$ cat config.mk
export PLATFORM = sky130hd
export DESIGN_NAME = uart_bus_bridge
export DESIGN_NICKNAME = d
export VERILOG_FILES = /design/src/rtl/uart_bus_bridge.sv
export SDC_FILE = /design/constraint.sdc
export NUM_CORES = 1
export LEC_CHECK = 0
export CAP_MARGIN = 20
export CORE_ASPECT_RATIO = 0.5
export CORE_MARGIN = 2
export CORE_UTILIZATION = 42
export DETAILED_ROUTE_END_ITERATION = 6
export PLACE_DENSITY = 0.65
export SYNTH_ARGS = -nofsm -noshare
export SYNTH_HDL_FRONTEND = slang
export SYNTH_SLANG_ARGS = --single-unit
$ cat constraint.sdc
create_clock -name clk_i -period 2.9 [get_ports clk_i]
set_input_delay 0.725 -clock clk_i [delete_from_list [all_inputs] [get_ports clk_i]]
set_output_delay 0.725 -clock clk_i [all_outputs]
set_load 0.05 [all_outputs]
$ cat src/rtl/uart_bus_bridge.sv
// uart_bus_bridge: 8N1 UART command receiver that issues one 32-bit bus read/write (clk_i, rst_i, uart_rx_i/uart_tx_o, bus_* req/gnt/rvalid initiator, busy_o, frame_err_o) and serialises the response
module uart_bus_bridge #(
  parameter int CLKS_PER_BIT = 10416,
  parameter int TIMEOUT_BITS = 64
) (
  input  logic        clk_i,
  input  logic        rst_i,
  input  logic        uart_rx_i,
  output logic        uart_tx_o,
  output logic        bus_req_o,
  input  logic        bus_gnt_i,
  output logic        bus_we_o,
  output logic [3:0]  bus_be_o,
  output logic [31:0] bus_addr_o,
  output logic [31:0] bus_wdata_o,
  input  logic        bus_rvalid_i,
  input  logic [31:0] bus_rdata_i,
  input  logic        bus_err_i,
  output logic        busy_o,
  output logic        frame_err_o
);
  localparam int CW = $clog2(CLKS_PER_BIT);
  localparam logic [CW-1:0] BIT_END = CW'(CLKS_PER_BIT - 1);
  localparam logic [CW-1:0] HALF_END = CW'(CLKS_PER_BIT / 2 - 1);
  localparam int TO = TIMEOUT_BITS * CLKS_PER_BIT;
  localparam int TW = $clog2(TO + 1);
  localparam logic [TW-1:0] TO_END = TW'(TO);
  typedef enum logic [1:0] {R_IDLE, R_START, R_DATA, R_STOP} rx_state_t;
  typedef enum logic [2:0] {P_IDLE, P_ADDR, P_DATA, B_REQ, B_WAIT, T_RESP} p_state_t;
  logic rx_m, rx_s, rx_d;
  rx_state_t rx_st, rx_nx;
  logic [CW-1:0] rx_cnt, tx_cnt;
  logic [2:0] rx_bit, tx_left;
  logic [7:0] rx_sh;
  logic rx_tick, rx_done, rx_bad;
  p_state_t st, nx;
  logic [1:0] idx;
  logic we_q, tx_q, tx_tick, timeout, in_cmd, opc_ok;
  logic [31:0] addr_q, wdata_q, resp_q;
  logic [3:0] tx_bit;
  logic [TW-1:0] to_cnt;
  assign rx_tick = rx_cnt == (rx_st == R_START ? HALF_END : BIT_END);
  assign rx_done = rx_st == R_STOP && rx_tick && rx_s;
  assign rx_bad = rx_st == R_STOP && rx_tick && !rx_s;
  assign tx_tick = tx_cnt == BIT_END;
  assign timeout = to_cnt == TO_END;
  assign in_cmd = st == P_ADDR || st == P_DATA;
  assign opc_ok = rx_sh == 8'h01 || rx_sh == 8'h02;
  assign uart_tx_o = tx_q;
  assign bus_req_o = st == B_REQ;
  assign bus_we_o = we_q;
  assign bus_be_o = 4'hF;
  assign bus_addr_o = addr_q;
  assign bus_wdata_o = wdata_q;
  assign busy_o = st != P_IDLE;
  always_comb begin
    rx_nx = rx_st;
    case (rx_st)
      R_IDLE:  if (rx_d && !rx_s) rx_nx = R_START;
      R_START: if (rx_tick) rx_nx = rx_s ? R_IDLE : R_DATA;
      R_DATA:  if (rx_tick && rx_bit == 3'd7) rx_nx = R_STOP;
      default: if (rx_tick) rx_nx = R_IDLE;
    endcase
  end
  always_comb begin
    nx = st;
    case (st)
      P_IDLE: if (rx_done) nx = opc_ok ? P_ADDR : T_RESP;
      P_ADDR: if (rx_bad || timeout) nx = P_IDLE;
              else if (rx_done && idx == 2'd3) nx = we_q ? P_DATA : B_REQ;
      P_DATA: if (rx_bad || timeout) nx = P_IDLE;
              else if (rx_done && idx == 2'd3) nx = B_REQ;
      B_REQ:  if (bus_gnt_i) nx = B_WAIT;
      B_WAIT: if (bus_rvalid_i) nx = T_RESP;
      T_RESP: if (tx_tick && tx_bit == 4'd9 && tx_left == 3'd1) nx = P_IDLE;
      default: nx = P_IDLE;
    endcase
  end
  always_ff @(posedge clk_i) begin
    if (rst_i) begin
      rx_m <= 1'b1;
      rx_s <= 1'b1;
      rx_d <= 1'b1;
      rx_st <= R_IDLE;
      rx_cnt <= '0;
      rx_bit <= '0;
      rx_sh <= '0;
    end else begin
      rx_m <= uart_rx_i;
      rx_s <= rx_m;
      rx_d <= rx_s;
      rx_st <= rx_nx;
      rx_cnt <= (rx_st == R_IDLE || rx_tick) ? '0 : rx_cnt + 1'b1;
      if (rx_st == R_DATA && rx_tick) begin
        rx_sh <= {rx_s, rx_sh[7:1]};
        rx_bit <= rx_bit + 1'b1;
      end
    end
  end
  always_ff @(posedge clk_i) begin
    if (rst_i) begin
      st <= P_IDLE;
      frame_err_o <= 1'b0;
      idx <= '0;
      we_q <= 1'b0;
      addr_q <= '0;
      wdata_q <= '0;
      resp_q <= '0;
      tx_q <= 1'b1;
      tx_cnt <= '0;
      tx_bit <= '0;
      tx_left <= '0;
      to_cnt <= '0;
    end else begin
      st <= nx;
      frame_err_o <= rx_bad;
      to_cnt <= (rx_st != R_IDLE || !in_cmd) ? '0 : to_cnt + 1'b1;
      tx_cnt <= (st != T_RESP || tx_tick) ? '0 : tx_cnt + 1'b1;
      idx <= st == P_IDLE ? 2'd0 : (rx_done && in_cmd) ? idx + 2'd1 : idx;
      if (st == P_IDLE && rx_done && opc_ok) we_q <= rx_sh[1];
      if (st == P_ADDR && rx_done) addr_q[{idx, 3'b000} +: 8] <= idx == 2'd0 ? {rx_sh[7:2], 2'b00} : rx_sh;
      if (st == P_DATA && rx_done) wdata_q[{idx, 3'b000} +: 8] <= rx_sh;
      if (nx == T_RESP && st != T_RESP) begin
        resp_q <= st != B_WAIT ? 32'h0000_00EE : bus_err_i ? 32'h0000_00EE : we_q ? 32'h0000_00A5 : bus_rdata_i;
        tx_left <= (st == B_WAIT && !bus_err_i && !we_q) ? 3'd4 : 3'd1;
        tx_q <= 1'b0;
        tx_bit <= '0;
      end else if (st == T_RESP && tx_tick) begin
        tx_bit <= tx_bit == 4'd9 ? 4'd0 : tx_bit + 1'b1;
        tx_q <= tx_bit < 4'd8 ? resp_q[0] : (tx_bit == 4'd8 || tx_left == 3'd1);
        if (tx_bit < 4'd8) resp_q <= {1'b0, resp_q[31:1]};
        if (tx_bit == 4'd9) tx_left <= tx_left - 1'b1;
      end
    end
  end
endmodule

Word level (Yosys, flattened, before mapping) --
Cells that the tools add are included.
Cells by class: add/subtract/negate cells 8, $lt $le $gt $ge 1, equal/unequal tests 24, shift-type cells 3, multiplexer cells 35, reduce and logical (&&, ||, !) cells 46
Operators with widths (count):
- 32-bit two-way mux | 6
- 32-bit bitwise mux | 2
- 8-bit by 7-bit indexed part select with 32-bit output | 2
- 3-bit two-way mux | 13
- 8-bit by 7-bit variable shift with 32-bit output, first input constant | 1
- 14-bit by 1-bit adder with 14-bit output, second input constant | 2
- 20-bit by 1-bit adder with 20-bit output, second input constant | 1
- 20-bit equality test, second input constant | 1
- 1-bit logical AND | 18
- 3-bit case mux with 6 select lines | 1
- 14-bit equality test | 1
- 14-bit equality test, second input constant | 1
- 14-bit two-way mux | 1
- 3-bit equality test, second input constant | 4
- 2-bit two-way mux | 6
- 2-bit OR reduction | 5
- 4-bit equality test, second input constant | 2
- 8-bit by 1-bit equality test with 1-bit output, second input constant | 1
- 8-bit by 2-bit equality test with 1-bit output, second input constant | 1
- 2-bit nonzero test | 4
- 1-bit logical OR | 7
- 5-bit negation with 7-bit output | 1
- 2-bit equality test, second input constant | 3
- 3-bit by 1-bit equality test with 1-bit output, second input constant | 2
- 18 further kinds | 31
Storage, ports and cells: bits in registers 175, logic and storage cells 136

Depth between registers and ports, before layout --
Gate-level depths: netlist of the first run.
depth after elaboration 13, mapped depth 11

Least setup slack after synthesis of the first run --
OpenSTA, ideal clock, no wires.
path kind register -> register, start reg tx_cnt[12], end reg resp_q[1], setup time 123 ps, arrival 2344 ps, required time 2777 ps, setup slack 432 ps, stages on the path, launching flop included 10, path buffers 2, clock period less this slack 2468 ps, cells stage by stage dfxtp_1 -> or4b_1 -> or4_1 -> buf_2 -> nor2_1 -> o21ai_1 -> a211oi_2 -> buf_6 -> nor2_4 -> mux2_1
Between the ends: longest elaborated chain between the ends 9, elaborated cells between the ends (all ways) 12, those cells by class 2 x eq/ne; 3 x mux; 7 x reduce/logical
RTL lines:
- from (decl) | RTL line 32 | logic [CW-1:0] rx_cnt, tx_cnt;
- from (signal assigned) | RTL line 118 | tx_cnt <= (st != T_RESP || tx_tick) ? '0 : tx_cnt + 1'b1;
- 14-bit equality test * | RTL line 45 | assign tx_tick = tx_cnt == BIT_END;
- 1-bit logical AND (2 in series) | RTL line 75 | T_RESP: if (tx_tick && tx_bit == 4'd9 && tx_left == 3'd1) nx = P_IDLE;
- 3-bit two-way mux | RTL line 75
- 3-bit case mux with 6 select lines | RTL line 67 | case (st)
- 3-bit equality test | RTL line 123 | if (nx == T_RESP && st != T_RESP) begin
- 1-bit logical AND | RTL line 123
- 2-bit nonzero test (no source line)
- 2-bit AND reduction (no source line)
- to (signal assigned) | RTL line 124 | resp_q <= st != B_WAIT ? 32'h0000_00EE : bus_err_i ? 32'h0000_00EE : we_q ? 32'h0000_00A5 : bus_rdata_i;
- to (signal assigned) | RTL line 131 | if (tx_bit < 4'd8) resp_q <= {1'b0, resp_q[31:1]};
- to (decl) | RTL line 39 | logic [31:0] addr_q, wdata_q, resp_q;
Mark *: on every way between the ends. The rest lies on a longest branch, timed or not. A chain may end at the register's enable or synchronous reset.

Worst setup path in the final report of the first run --
start reg st[1], end out busy_o
Between the ends: longest elaborated chain between the ends 1
RTL lines:
- from (decl) | RTL line 36 | p_state_t st, nx;
- from (signal assigned) | RTL line 115 | st <= nx;
- 3-bit nonzero test | RTL line 55 | assign busy_o = st != P_IDLE;
- to (decl) | RTL line 19 | output logic busy_o,
Every way passes these cells.

==> run_results.csv, run 1 <==
group,metric,value,unit
critical_path,start_kind,"flip-flop",
finish,n_antenna_cell,0,
floorplan,die_area,0.0197,sq mm
critical_path,required,2.17,ns
critical_path,critPathMaxFanout,10,
synthesis,synth_simple_gate_area_share,27.4,%
sta,setup_viol,0,
hold_path,holdPathStages,1,
critical_path,ff2ff_setup_slack,0.26,ns
power,irDropWorstVdd,0.000375,V
finish,final_nets,1085,
route,drc_errors,0,
power,leakage,3.32,nW
global_route,first_global_vias,6325,
synthesis,ys_top_cells_by_area,"dfxtp_1, o21ai_0, nand2_1",
route,drt_iter0_drc,385,
critical_path,endpoint_kind,"output pin",
synthesis,synth_adder_area_share,2.25,%
clocking,cts_sinks,175,
synthesis,postSynthAreaPerCell,8.25,sq um
sta,finalHoldViolations,0,
critical_path,worstSetupPathType,"reg2out",
hold_path,hold_start,"rx_m",
synthesis,synth_edf_count,0,
finish,drive_above_1_share,6.80,%
sta,period_share,96.6,%
route,ant_nets,0,
synthesis,yosysSeqAreaShare,45.0,%
synthesis,synth_compound_area_share,13.0,%
placement,place_hpwl,12.3,mm
clocking,cts-root-buf,"clkbuf_16",
synthesis,ys_types,58,
placement,place.gp.congestion,0.807,
clocking,postCtsSetupRepairBufs,0,
sta,tightest_slew,0.751,ns
synthesis,synth-seq-cells,175,
route,first_pass_iters,4,
global_route,grtUsageTotal,18.8,%
floorplan,rows,35,
sta,fmax,357,MHz
floorplan,start_util,42.6,%
critical_path,worst_r2r_startpoint,"to_cnt[16]",
global_route,grt_pass1_wl,30.3,mm
floorplan,pin_count,111,
placement,io_buffers,106,
clocking,clk_latency,0.42,ns
flow_run,drv_cap,0,
synthesis,synth_ff_type,"dfxtp_1",
power,finalPower,5.17,mW
sta,rsz0062_at_grt,"false",
route,drt-wirelength-per-cell,14.1,microns
sta,layout_setup_ws,0.0998,ns
hold_path,holdCritPathClass,"reg2reg",
route,vias_per_cell,5.22,
clocking,cts_tree,"yes",
clocking,cts_buffers,17,
route,wl,18.1,mm
global_route,overflow,0,
power,power_density,532,mW/mm^2
synthesis,yosysTopAreaCell,"dfxtp_1",
clocking,cts_max_level,4,
sta,setup_tns,0,ns
sta,finClkSkew,0.00998,ns
floorplan,die_h,100,microns
synthesis,synthCells,943,
synthesis,yosys.area_share.xor_xnor,5.29,%
floorplan,core-area,0.0183,sq mm
clocking,postCtsHoldBufs,0,
sta,drv_slew,0,
critical_path,rr_worst_depth,9,
placement,dp_slack,0.234,ns
status,status,"complete, no violations",
synthesis,ys_warn_count,0,
route,num_vias,6700,
floorplan,fp.dieW,196,microns
synthesis,synthArstFlopShare,0,%
synthesis,synth_top_family_by_area,"simple AND/OR/NAND/NOR gates",
critical_path,cp_data_arrival_time,2.08,ns
clocking,cts_buffer_depth,2,
synthesis,syn-cell-area,0.00778,sq mm
synthesis,muxShareOfSynthArea,2.62,%
finish,area_growth,24.8,%
synthesis,synth_top_area_share,45.0,%
critical_path,r2r-end,"resp_q[27]",
finish,final_util,53.2,%
finish,fillers,1687,
global_route,grt_max_degree,39,
clocking,clkTransAtPathRegs,0.07,ns
clocking,post_cts_resized,0,
sta,relSlewSlack,49.9,%
global_route,antenna_found_initial,0,
sta,min_period,2.80,ns
hold_path,hold_end,"rx_s",
[through the flow]
| stage | hold slack, ns | instance area (sq um) | std cells |
|---|---|---|---|
| floorplan | 0.389 | 7790 | 946 |
| global placement | 0.407 | 9080 | 1254 |
| detailed placement | 0.400 | 9080 | 1254 |
| CTS | 0.414 | 9700 | 1284 |
| global route | 0.418 | 9710 | 1284 |
| finish | 0.410 | 9710 | 1284 |
[state kept, by name, summed over array words and instances, names as in the netlist, 2 cells and up]
name         flops
bus_addr_o      32
bus_wdata_o     32
resp_q          32
to_cnt          20
rx_cnt          14
tx_cnt          14
rx_sh            8
tx_bit           4
rx_bit           3
st               3
tx_left          3
idx              2
rx_st            2
[how the worst max path moves through the flow]
stage | from | end | slack [ns] | depth (start not counted)
floorplan | tx_cnt[12] | resp_q[1] | 0.43 | 9
global placement | bus_gnt_i | resp_q[7] | 0.25 | 8
detailed placement | bus_gnt_i | resp_q[2] | 0.23 | 8
CTS | st[1] | busy_o | 0.09 | 4
global route | st[1] | busy_o | 0.0009 | 4
finish | st[1] | busy_o | 0.1 | 4
[layout make-up]
class / count / area (sq um) / share of cell area, %
multi-input cells: 691 / 3960 / 40.8
flip-flops and latches: 175 / 3500 / 36.1
repair buffers: 127 / 1240 / 12.8
clock buffers: 18 / 439 / 4.52
well taps: 240 / 300 / 3.09
clock inverters: 12 / 184 / 1.89
inverters: 21 / 78.8 / 0.812
[report_power, final]
part / total, mW / switching, mW / internal, mW
clock: 2.44 / 0.969 / 1.47
sequential: 2.45 / 0.0196 / 2.43
combinational: 0.285 / 0.163 / 0.122
[placed cells by master, fill, tap and decap left out, types with 13 or more instances in the layout]
master | synthesis | layout
o21ai_0 | 115 | 115
xnor2_1 | 23 | 23
nor3_1 | 14 | 14
nand3_1 | 26 | 26
ha_1 | 14 | 14
mux2i_1 | 17 | 17
nor2_1 | 88 | 88
a21oi_1 | 44 | 44
clkdlybuf4s50_1 | 0 | 105
and3_1 | 13 | 13
inv_1 | 21 | 21
nand2_1 | 151 | 151
dfxtp_1 | 175 | 175
xor2_1 | 24 | 24
clkbuf_16 | 0 | 17
nand3b_1 | 65 | 65
buf_4 | 5 | 20
[critical path: stages, from the launching register on]
cell             delay [ns]
dfxtp_1                0.40
or2_2                  0.36
nor2_1                 0.13
inv_1                  0.07
clkdlybuf4s50_1        0.70
[cells by family after synthesis]
kind of cell               Yosys count
other                                1
DFF                                175
buffers and inverters               80
adders and majority gates           14
and+or+nand+nor                    418
xor gates and xnor gates            47
muxes                               20
AOI/OAI and AO/OA                  188
[synth_stat cells, drive strengths merged (2+ instances only)]
master    n
nand2   151
a21oi    44
nand3    26
xnor2    23
and3     13
inv      21
or2       6
buf      13
or4       5
nor4bb    5
nor2b     3
a221oi    2
dfxtp   175
and3b     3
nand2b    4
nor3b     3
or3       5
a21o      3
nor3     16
or4b      2
nor2     90
a211oi    5
clkbuf   46
or3b      2
mux2i    17
ha       14
mux2      3
a22oi     2
nand4     6
and4bb    2
xor2     24
nand3b   65
o21ai   123
and2      3
nor4      5
[routing by layer]
| metal | up-vias | track usage, % | part of all wire [%] |
|---|---|---|---|
| met5 | - | 0 | 0 |
| met3 | 15 | 3.93 | 3.8 |
| met4 | 0 | 4.31 | 0.91 |
| met1 | 3171 | 25.4 | 49 |
| met2 | 126 | 31.3 | 46 |
| li1 | 3388 | - | - |
Note: power is estimated with default switching activity, not from simulation.
==> run 2, diff against run 1 <==
- GPL_TIMING_DRIVEN: default -> 1
==> results of run 2 <==
Final layout, timing and power as in run 1 (identical DEF).
==> run 3, diff against run 2 <==
- PLACE_DENSITY: 0.65 -> default
==> run 3 against run 2 <==
Against the previous run:
- non-clock buffer count grew 6
- flip-flop and latch count unchanged
- fmax grew 2.8%
- via count fell by 0.93%
- worst setup slack improved by 0.076 ns
- sequential power is essentially flat
- worst hold slack better by 0.031 ns
- highest routed layer unchanged
==> run_results.csv, run 3 (same netlist as run 1, synthesis figures left out) <==
group,metric,value,unit
sta,relSlewSlack,53.7,%
clocking,clk_latency,0.43,ns
global_route,met2_usage,30.7,%
power,clkPwrFrac,45.7,%
critical_path,max_stage_delay,0.81,ns
power,irDropWorstVdd,0.000441,V
floorplan,rows,35,
global_route,gr-usage-met1,26.7,%
clocking,cts_buffer_depth,2,
clocking,cts-root-buf,"clkbuf_16",
global_route,met3_usage,4.00,%
critical_path,worstPathCellList,"and3b_1, clkdlybuf4s50_1",
global_route,overflow,0,
global_route,grtUsageTotal,19.3,%
sta,finalHoldViolations,0,
finish,fillers,1733,
clocking,clkTransAtPathRegs,0.07,ns
route,drt_iter0_drc,390,
finish,final_common_cell,"dfxtp_1",
power,finalPower,5.03,mW
placement,place_hpwl,12.7,mm
finish,seqCellArea,0.00350,sq mm
sta,period_share,93.9,%
power,power_density,519,mW/mm^2
route,wl,18.6,mm
sta,drv_slew,0,
finish,area_growth,24.6,%
clocking,cts_tree,"yes",
power,p_sw,1.20,mW
finish,final_cell_mix,"dfxtp_1, nand2_1, o21ai_0",
clocking,cts_max_level,4,
finish,final_nets,1091,
global_route,grt_max_degree,46,
placement,io_buffers,106,
route,drc_errors,0,
route,drt-wirelength-per-cell,14.4,microns
global_route,first_global_vias,6154,
flow_run,drv_cap,0,
sta,setup_tns,0,ns
critical_path,slowest_stage,"clkdlybuf4s50_1",
clocking,cts_sinks,175,
critical_path,endpoint_kind,"output pin",
hold_path,holdCritPathClass,"reg2reg",
critical_path,critPathBufInv,1,
sta,setup_viol,0,
finish,instances_no_fill,1292,
power,switching_share,23.8,%
placement,place_inst,1260,
floorplan,fp.dieW,196,microns
clocking,cts_buffers,17,
clocking,postCtsSetupRepairBufs,0,
floorplan,die_h,100,microns
global_route,grt_pass1_wl,30.7,mm
finish,n_antenna_cell,0,
critical_path,required,2.17,ns
power,comb_power_share,5.7,%
critical_path,cp_data_arrival_time,2.00,ns
route,ant_nets,0,
sta,finClkSkew,0.0115,ns
critical_path,worstSetupPathType,"reg2out",
critical_path,path_delay_family,"buffers and inverters",
sta,fmax,367,MHz
power,internal_power,3.83,mW
sta,tightest_slew,0.695,ns
route,first_pass_iters,4,
critical_path,critPathMaxFanout,10,
sta,min_period,2.72,ns
status,status,"complete, no violations",
floorplan,core-area,0.0183,sq mm
critical_path,start_kind,"flip-flop",
floorplan,start_util,42.6,%
finish,multi_input_area,0.00395,sq mm
power,leakage,3.34,nW
floorplan,die_area,0.0197,sq mm
global_route,antenna_found_initial,0,
global_route,grt-busiest-layer,"met2",
floorplan,pin_count,111,
placement,place.gp.congestion,0.781,
route,num_vias,6638,
finish,drive_above_1_share,7.32,%
power,seq_power_share,48.6,%
route,vias_per_cell,5.14,
clocking,postCtsHoldBufs,0,
sta,rsz0062_at_grt,"false",
[run 3: path summary, 6_finish.rpt]
check,from,endpoint,slack [ns],cells after the start
hold reg to reg,rx_m,rx_s,0.44,1
setup reg to reg,tx_cnt[12],resp_q[1],0.19,8
setup / recovery,st[1],bus_req_o,0.18,2
hold / removal,rx_m,rx_s,0.44,1
[run 3: per-layer routing]
| metal | vias up | part of all wire, % |
|---|---|---|
| met5 | - | 0 |
| met2 | 120 | 45 |
| met4 | 0 | 0.84 |
| li1 | 3397 | - |
| met1 | 3108 | 51 |
| met3 | 13 | 3.8 |
[run 3: power by group through the flow]
stage | logic [mW] | registers (mW) | clock network, mW
2_1_floorplan | 0.182 | 2.50 | 0
3_3_place_gp | 0.286 | 2.50 | 0
3_5_place_dp | 0.286 | 2.50 | 0
4_1_cts | 0.287 | 2.45 | 2.33
5_1_grt | 0.313 | 2.45 | 2.45
6_report | 0.286 | 2.45 | 2.30
[run 3: cell type report]
class | instances | share of cell area, %
repair buffers | 133 | 13.2
inverters | 21 | 0.813
clock buffers | 18 | 4.43
clock inverters | 14 | 1.60
well taps | 240 | 3.10
multi-input cells | 691 | 40.8
flip-flops and latches | 175 | 36.1
[run 3: per-stage QoR]
stage / hold slack [ns] / area [sq um] / util (%) / worst slack, ns
floorplan: 0.389 / 7790 / - / 0.432
global placement: 0.424 / 9110 / 49.9 / 0.248
detailed placement: 0.436 / 9110 / 49.9 / 0.205
CTS: 0.447 / 9690 / 53.1 / 0.0654
global route: 0.452 / 9690 / 53.1 / 0.0253
finish: 0.441 / 9690 / 53.1 / 0.176
[run 3: what timing repair did]
action / in CTS / in global routing
resized for setup: 0 / 1
endpoints found under the setup margin: 0 / 1
hold endpoints to repair: 0 / 0
